--- config.mk ---
export PLATFORM = sky130hd
export DESIGN_NAME = temp_conv_sched
export DESIGN_NICKNAME = d
export VERILOG_FILES = /design/src/rtl/temp_sched_pkg.sv /design/src/rtl/rr_arbiter.sv /design/src/rtl/temp_conv_sched.sv
export SDC_FILE = /design/constraint.sdc
export NUM_CORES = 1
export LEC_CHECK = 0
export BUFFER_PORTS_ARGS = -buffer_cell sky130_fd_sc_hd__buf_2
export CORE_MARGIN = 4
export CORE_UTILIZATION = 49
export CTS_CLUSTER_SIZE = 25
export DETAILED_ROUTE_END_ITERATION = 12
export PLACE_DENSITY = 0.8
export SLEW_MARGIN = 15
export SYNTH_ARGS = -nofsm -noshare
export SYNTH_HDL_FRONTEND = slang
export SYNTH_SLANG_ARGS = --single-unit
--- constraint.sdc ---
create_clock -name clk -period 4.1 [get_ports clk]
set_clock_uncertainty 0.05 [all_clocks]
set_input_delay 0.205 -clock clk [delete_from_list [all_inputs] [get_ports clk]]
set_output_delay 0.205 -clock clk [all_outputs]
set_load 0.1 [all_outputs]
--- src/rtl/temp_sched_pkg.sv ---
// Shared types and constants for the temperature-conversion scheduler.
package temp_sched_pkg;

  // Scheduler FSM states.
  typedef enum logic [1:0] {
    IDLE,
    WAIT,
    OUT
  } sched_state_t;

  // Freezing point in Fahrenheit; smaller operands have no unsigned Celsius value.
  localparam int F_FREEZE = 32;

  // Default temperature width for both scales.
  localparam int TEMP_W = 8;

endpackage

--- src/rtl/rr_arbiter.sv ---
// Combinational round-robin arbiter: searches upward from last_g+1, wrapping.
module rr_arbiter #(
  parameter int N_CH = 4,
  localparam int IDX_W = $clog2(N_CH)
) (
  input  logic [N_CH-1:0]  req,
  input  logic [IDX_W-1:0] last_g,
  output logic [N_CH-1:0]  grant,
  output logic [IDX_W-1:0] idx,
  output logic             any
);

  int               cand;
  logic [IDX_W-1:0] cand_idx;

  // Pick the first requester after the previous winner; last_g itself is tried last.
  always_comb begin
    // NOTE: every output gets a default before the search so no path leaves one unassigned (no latch).
    grant    = '0;
    idx      = '0;
    any      = 1'b0;
    cand     = 0;
    cand_idx = '0;
    for (int k = 1; k <= N_CH; k++) begin
      cand     = (int'(last_g) + k) % N_CH;
      cand_idx = IDX_W'(cand);
      if (!any && req[cand_idx]) begin
        any             = 1'b1;
        idx             = cand_idx;
        grant[cand_idx] = 1'b1;
      end
    end
  end

endmodule

--- src/rtl/temp_conv_sched.sv ---
// Round-robin scheduler sharing one registered F-to-C converter among N_CH channels.
module temp_conv_sched
  import temp_sched_pkg::*;
#(
  parameter int N_CH     = 4,
  parameter int W        = TEMP_W,
  parameter int CONV_LAT = 1,
  localparam int IDX_W   = $clog2(N_CH)
) (
  input  logic              clk,
  input  logic              rstn,
  input  logic [N_CH-1:0]   req_valid,
  input  logic [N_CH*W-1:0] req_f,
  output logic [N_CH-1:0]   req_ready,
  output logic [W-1:0]      conv_f,
  input  logic [W-1:0]      conv_c,
  output logic              res_valid,
  input  logic              res_ready,
  output logic [IDX_W-1:0]  res_ch,
  output logic [W-1:0]      res_c,
  output logic              res_uflow,
  output logic              busy
);

  // Counter holds CONV_LAT down to 0, so WAIT spans CONV_LAT+1 cycles.
  localparam int CNT_W = $clog2(CONV_LAT + 2);
  localparam logic [W-1:0] FREEZE = W'(F_FREEZE);

  sched_state_t     state;
  logic [IDX_W-1:0] last_g;
  logic [IDX_W-1:0] g_idx;
  logic [N_CH-1:0]  g_onehot;
  logic             g_any;
  logic [W-1:0]     g_f;
  logic [CNT_W-1:0] cnt;
  logic             uflow_q;

  rr_arbiter #(.N_CH(N_CH)) u_arb (
    .req    (req_valid),
    .last_g (last_g),
    .grant  (g_onehot),
    .idx    (g_idx),
    .any    (g_any)
  );

  assign g_f = req_f[g_idx*W +: W];

  // Grants are offered only while idle and out of reset; the handshake is the IDLE->WAIT edge.
  assign req_ready = (state == IDLE && !rstn) ? g_onehot : '0;

  // Scheduler FSM with registered result, status and operand outputs.
  always_ff @(posedge clk) begin
    // NOTE: all state here uses non-blocking assignments so every register samples pre-edge values.
    if (rstn) begin
      state     <= IDLE;
      last_g    <= IDX_W'(N_CH - 1);
      conv_f    <= '0;
      res_ch    <= '0;
      res_c     <= '0;
      res_uflow <= 1'b0;
      res_valid <= 1'b0;
      busy      <= 1'b0;
      uflow_q   <= 1'b0;
      cnt       <= '0;
    end else begin
      case (state)
        IDLE: begin
          if (g_any) begin
            conv_f  <= g_f;
            res_ch  <= g_idx;
            last_g  <= g_idx;
            uflow_q <= (g_f < FREEZE);
            cnt     <= CNT_W'(CONV_LAT);
            busy    <= 1'b1;
            state   <= WAIT;
          end
        end
        WAIT: begin
          if (cnt == '0) begin
            res_c     <= conv_c;
            res_uflow <= uflow_q;
            res_valid <= 1'b1;
            state     <= OUT;
          end else begin
            cnt <= cnt - 1'b1;
          end
        end
        OUT: begin
          if (res_ready) begin
            res_valid <= 1'b0;
            busy      <= 1'b0;
            state     <= IDLE;
          end
        end
        default: state <= IDLE;
      endcase
    end
  end

endmodule

== Word-level counts from Yosys, hierarchy flattened ==
Index checks and enable logic that the tools add are counted.
Widths: inputs -> output; s select.
Operators by class
  add/subtract/negate cells: 5
  $mul: 0
  divide/modulo/power cells: 0
  order comparisons: 9
  equality and inequality tests: 6
  shift operators: 1
  multiplexer cells: 40
  bitwise gates (word level): 3
  reduce and logical (&&, ||, !) cells: 23
Operator list (count)
  $shiftx 32x6->8: 1
  $mux 4: 5
  $mux 2: 8
  $mux 1: 15
  $lt 2x3->1 const B: 4
  $or 4x4->4: 3
  $reduce_and 3->1: 4
  $bmux 1 s2: 4
  $demux 1 s2: 4
  $ge 2x1->1 const B: 4
  $logic_and 1x1->1: 8
  $lt 8x6->1 const B: 1
  $ne 2x2->1 const B: 4
  $pmux 2 s3: 1
  $reduce_bool 2->1: 3
  $add 2x1->2 const B: 2
  $add 2x2->2 const B: 2
  $logic_not 1->1: 4
  $logic_not 2->1: 2
  $pmux 1 s2: 2
  $pmux 2 s2: 1
  $reduce_and 2->1: 2
  $eq 2x1->1 const B: 1
  $eq 2x2->1 const B: 1
  $sub 2x1->2 const B: 1
Storage, ports and cells
  bits in registers: 28
  bits in latches: 0
  bits in writable memories: 0
  bits in read-only memories: 0
  input port bits: 47
  logic and storage cells: 97
  memories: 0

== Depth between registers and ports, before layout ==
  depth in word-level cells: 15
  gate-level depth with buffers: 11
  mapped depth without buffers: 9

== Modules after synthesis ==
Synthesis repeated with hierarchy kept, for this count alone.
Second synthesis, totals
  cell total of the unflattened synthesis: 202
  area, all modules: 1820.5 µm²
Modules (own cells, without submodules)
  temp_conv_sched: times used 1, cells an instance 134, area an instance 1295.0 µm², seq. area each 560.5 µm²
  rr_arbiter: times used 1, cells an instance 68, area an instance 525.5 µm², seq. area each 0.0 µm²

== Least setup slack after synthesis ==
No wires, ideal clock.
  path type: flip-flop to output port
  start: register last_g[1]
  end: output req_ready[0]
  arrival: 3.479 ns
  data required time: 3.845 ns
  slack: 0.366 ns
  cell stages (with the launch flop): 9
  buffers on the path: 1
  cell sequence: dfxtp_1 > clkbuf_1 > inv_1 > ha_1 > mux4_2 > nor3_2 > and2_1 > a221oi_1 > nor2_1
Between the ends
  word-level cells in the longest chain between the ends: 14
  elaborated cells between the ends (all ways): 49
  classes of those cells: add/sub (4); order compare (8); mux (24); bitwise (3); reduce/logical (10)
RTL lines
  from (decl): line temp_conv_sched.sv:30  | logic [IDX_W-1:0] last_g;
  from (signal assigned): line temp_conv_sched.sv:56  | last_g <= IDX_W'(N_CH - 1);
  from (signal assigned): line temp_conv_sched.sv:71  | last_g <= g_idx;
  parallel branches: the longest is 12 deep, another holds $lt 2x3->1
  $mux 4 (*): line rr_arbiter.sv:27  | if (!any && req[cand_idx]) begin
  $mux 4 (*): line temp_conv_sched.sv:49  | assign req_ready = (state == IDLE && !rstn) ? g_onehot : '0;
  to (decl): line temp_conv_sched.sv:14  | output logic [N_CH-1:0] req_ready,
Mark *: on every way between the ends. The select of a mux whose other input is x is not followed.

== Final worst setup path ==
  start: register last_g[1]
  end: output req_ready[2]
The elaborated chain is that of the path after synthesis.

==> run_results.csv <==
group,metric,value,unit
status,status,"completed",
drt,viasPerCell,5.564,
grt,grt_usage,20.43,%
place,port_buffers,71,
synthesis,syn_inst,209,
hold_path,hold_start,"conv_c[2]",
setup_path,crit-reg2reg-launch,"last_g[1]",
setup_path,reg2reg_to,"uflow_q",
clocking,post-cts-setup-buffers,0,
clocking,cts_hold_buffers,0,
floorplanning,die_h,69.00,µm
clocking,clk_latency,0.26,ns
synthesis,yosysTopAreaCellShare,30.75,%
timing,slew_headroom,31.05,%
timing,timing.hold.ws,0.1496,ns
synthesis,netlist_area,1823,µm²
hold_path,holdPathStages,3,
hold_path,hold_path_end,"res_c[2]",
drt,totalWireLength,4529,µm
finish,drive_gt1_share,35.90,%
setup_path,endpoint_kind,"output pin",
timing,setup_viol,0,
place,placedCellCount,316,
floorplanning,placeableCoreArea,3468,µm²
drt,num_vias,1775,
clocking,cts_buffer_depth,2,
floorplanning,die_x,69.00,µm
clocking,cts_made_buffers,3,
clocking,cts_root_buf,"clkbuf_8",
drt,wl_per_cell,14.20,µm
clocking,cts_tree,"done",
synthesis,yosysWarnings,0,
power_and_ir_drop,pwr-share-seq,20.7,%
synthesis,seq_area_frac_synth,30.75,%
grt,grt_overflow_total,0,
floorplanning,io_pins,72,
power_and_ir_drop,p_clk_share,6.9,%
synthesis,synth_flop_cell,"dfxtp_1",
power_and_ir_drop,ir_drop,0.6165,mV
setup_path,rrSetupSlack,0.71,ns
power_and_ir_drop,leakagePower,1.065,nW
finish,antenna_cells,0,
drt,drc,0,
finish,final_cells,319,
grt,grt_pass1_wl,7438,µm
synthesis,yosysMostFrequentCell,"dfxtp_1",
timing,report.final.slew_viol_count,0,
timing,fmax,280.0,MHz
synthesis,synth_common_cells,"28 x dfxtp_1, 23 x nand2_1, 21 x a21oi_1, 16 x nand3_1, 15 x nor2_1",
hold_path,hold_class,"in -> reg",
place,dp_hpwl,3515,µm
setup_path,cp-start-kind,"flip-flop",
synthesis,yosysUniqueCellTypes,41,
power_and_ir_drop,switching_share,57.60,%
power_and_ir_drop,finalPower,2.070,mW
drt,drt_iter0_drc,50,
floorplanning,initial_core_util,52.56,%
synthesis,synth-seq-cells,28,
power_and_ir_drop,p_sw,1.193,mW
synthesis,synthArstFlopShare,0,%
synthesis,syn_area_per_cell,8.722,µm²
timing,finalSetupTns,0,ns
grt,grt_pass1_vias,1693,
setup_path,r2r_cells,9,
synthesis,synth_nets,265,
timing,rsz0062_at_grt,"no",
setup_path,cp.required,3.85,ns
synthesis,yosys-top-cells-area,"dfxtp_1 31%, ha_1 6.2%, mux2i_1 6.0%",
power_and_ir_drop,p_comb_share,72.4,%
timing,min_period,3.572,ns
floorplanning,num_rows,21,
synthesis,synth_edf_count,0,
setup_path,worstSetupPathType,"reg -> out",
finish,syn2layout_area_growth,21.48,%
clocking,clk_pin_slew,0.09,ns
drt,ant_nets,0,
finish,fin_nets,331,
grt,grt_max_degree,21,
power_and_ir_drop,p_int,0.8777,mW
synthesis,yosysTopAreaCell,"dfxtp_1",
grt,antenna_found_initial,0,
setup_path,crit_fanout,12,
timing,final_hold_viol_count,0,
power_and_ir_drop,power.density,934.8,nW/µm²
place,gp_congestion,0.9284,
clocking,cts_resized,0,
clocking,clock-sinks,28,
drt,drtPass1Iterations,4,
flow_run,cap_violations,0,
timing,period_share,87.11,%
floorplanning,dieArea,4760,µm²
timing,worstMarginPinSlew,1.028,ns
clocking,htreeDepth,1,
setup_path,cp.arrival,3.32,ns
==> layout by cell type (no fill, tap or decap), types with 2 or more instances in the layout <==
cell type	count
a221oi_1	4
ha_1	9
nand3_1	16
o211a_1	2
a211oi_1	4
inv_1	7
nand2_1	23
nor2b_4	2
a22oi_1	4
o21ai_0	8
nor2_1	15
mux4_2	4
mux2i_1	11
or3_1	2
a211o_1	3
buf_4	2
a21oi_1	21
mux2_2	7
o21ai_1	7
and3_1	2
buf_2	71
dfxtp_1	28
clkbuf_8	3
or3b_2	3
==> how the worst max path moves through the flow <==
stage               slack, ns           end      start  depth (start not counted)
global placement         0.87     conv_f[5]  last_g[1]                         10
detailed placement       0.71       uflow_q  last_g[1]                          9
CTS                      0.52  req_ready[1]  last_g[1]                          8
floorplan                0.37  req_ready[0]  last_g[1]                          8
finish                   0.53  req_ready[2]  last_g[1]                          8
global route             0.28  req_ready[1]  last_g[1]                          8
==> layout make-up <==
| class | count | area, µm² |
|---|---|---|
| inverter | 7 | 26.28 |
| fill | 340 | 1254 |
| clock buffer | 3 | 41.29 |
| timing repair buffer | 73 | 370.4 |
| sequential | 28 | 560.5 |
| tap | 46 | 57.56 |
| multi-input combinational | 162 | 1159 |
==> sequential cells by signal, indices dropped and copies added (netlist names) <==
name / flops
res_uflow: 1
res_c: 8
last_g: 2
cnt: 2
res_valid: 1
uflow_q: 1
conv_f: 8
state: 2
busy: 1
res_ch: 2
==> kinds of logic after synthesis <==
| logic type | after synthesis | synth area share (%) |
|---|---|---|
| AOI/OAI and AO/OA | 62 | 22.58 |
| adders and majority gates | 9 | 6.177 |
| buffers and inverters | 19 | 5.697 |
| DFF | 28 | 30.75 |
| muxes | 22 | 15.31 |
| and+or+nand+nor | 69 | 19.49 |
==> routing by layer <==
metal | vias up | routed length, µm | track usage, % | part of all wire [%]
met5 | - | 0 | 0 | 0
met4 | 0 | 40 | 4.380 | 0.88
met3 | 4 | 386 | 6.159 | 8.5
met2 | 62 | 2247 | 35.36 | 50
met1 | 815 | 1853 | 24.90 | 41
li1 | 894 | - | - | -
==> metrics by stage <==
stage | util [%] | setup slack, ns | cell area, µm²
global placement | 62.66 | 0.8736 | 2173
floorplan | - | 0.3659 | 1823
finish | 63.85 | 0.5284 | 2215
detailed placement | 62.66 | 0.7118 | 2173
CTS | 63.85 | 0.5238 | 2215
global route | 63.85 | 0.2847 | 2215
==> power groups by stage <==
| stage | Clock, mW | Sequential, mW | Combinational (mW) |
|---|---|---|---|
| final | 0.142 | 0.429 | 1.50 |
| after global routing | 0.159 | 0.443 | 1.62 |
| after CTS | 0.145 | 0.430 | 1.50 |
| after detailed placement | 0 | 0.436 | 1.49 |
| after global placement | 0 | 0.431 | 1.48 |
| after floorplan | 0 | 0.830 | 0.909 |
==> critical path, stage by stage (launching register included) <==
cell and delay, ns:
dfxtp_1 0.60, inv_1 0.17, ha_1 0.45, mux4_2 0.67, nor3_2 0.30, and2_1 0.25, a221oi_1 0.10, nor2_1 0.09
buf_2 0.43
Power figures use the tool's default switching activity.
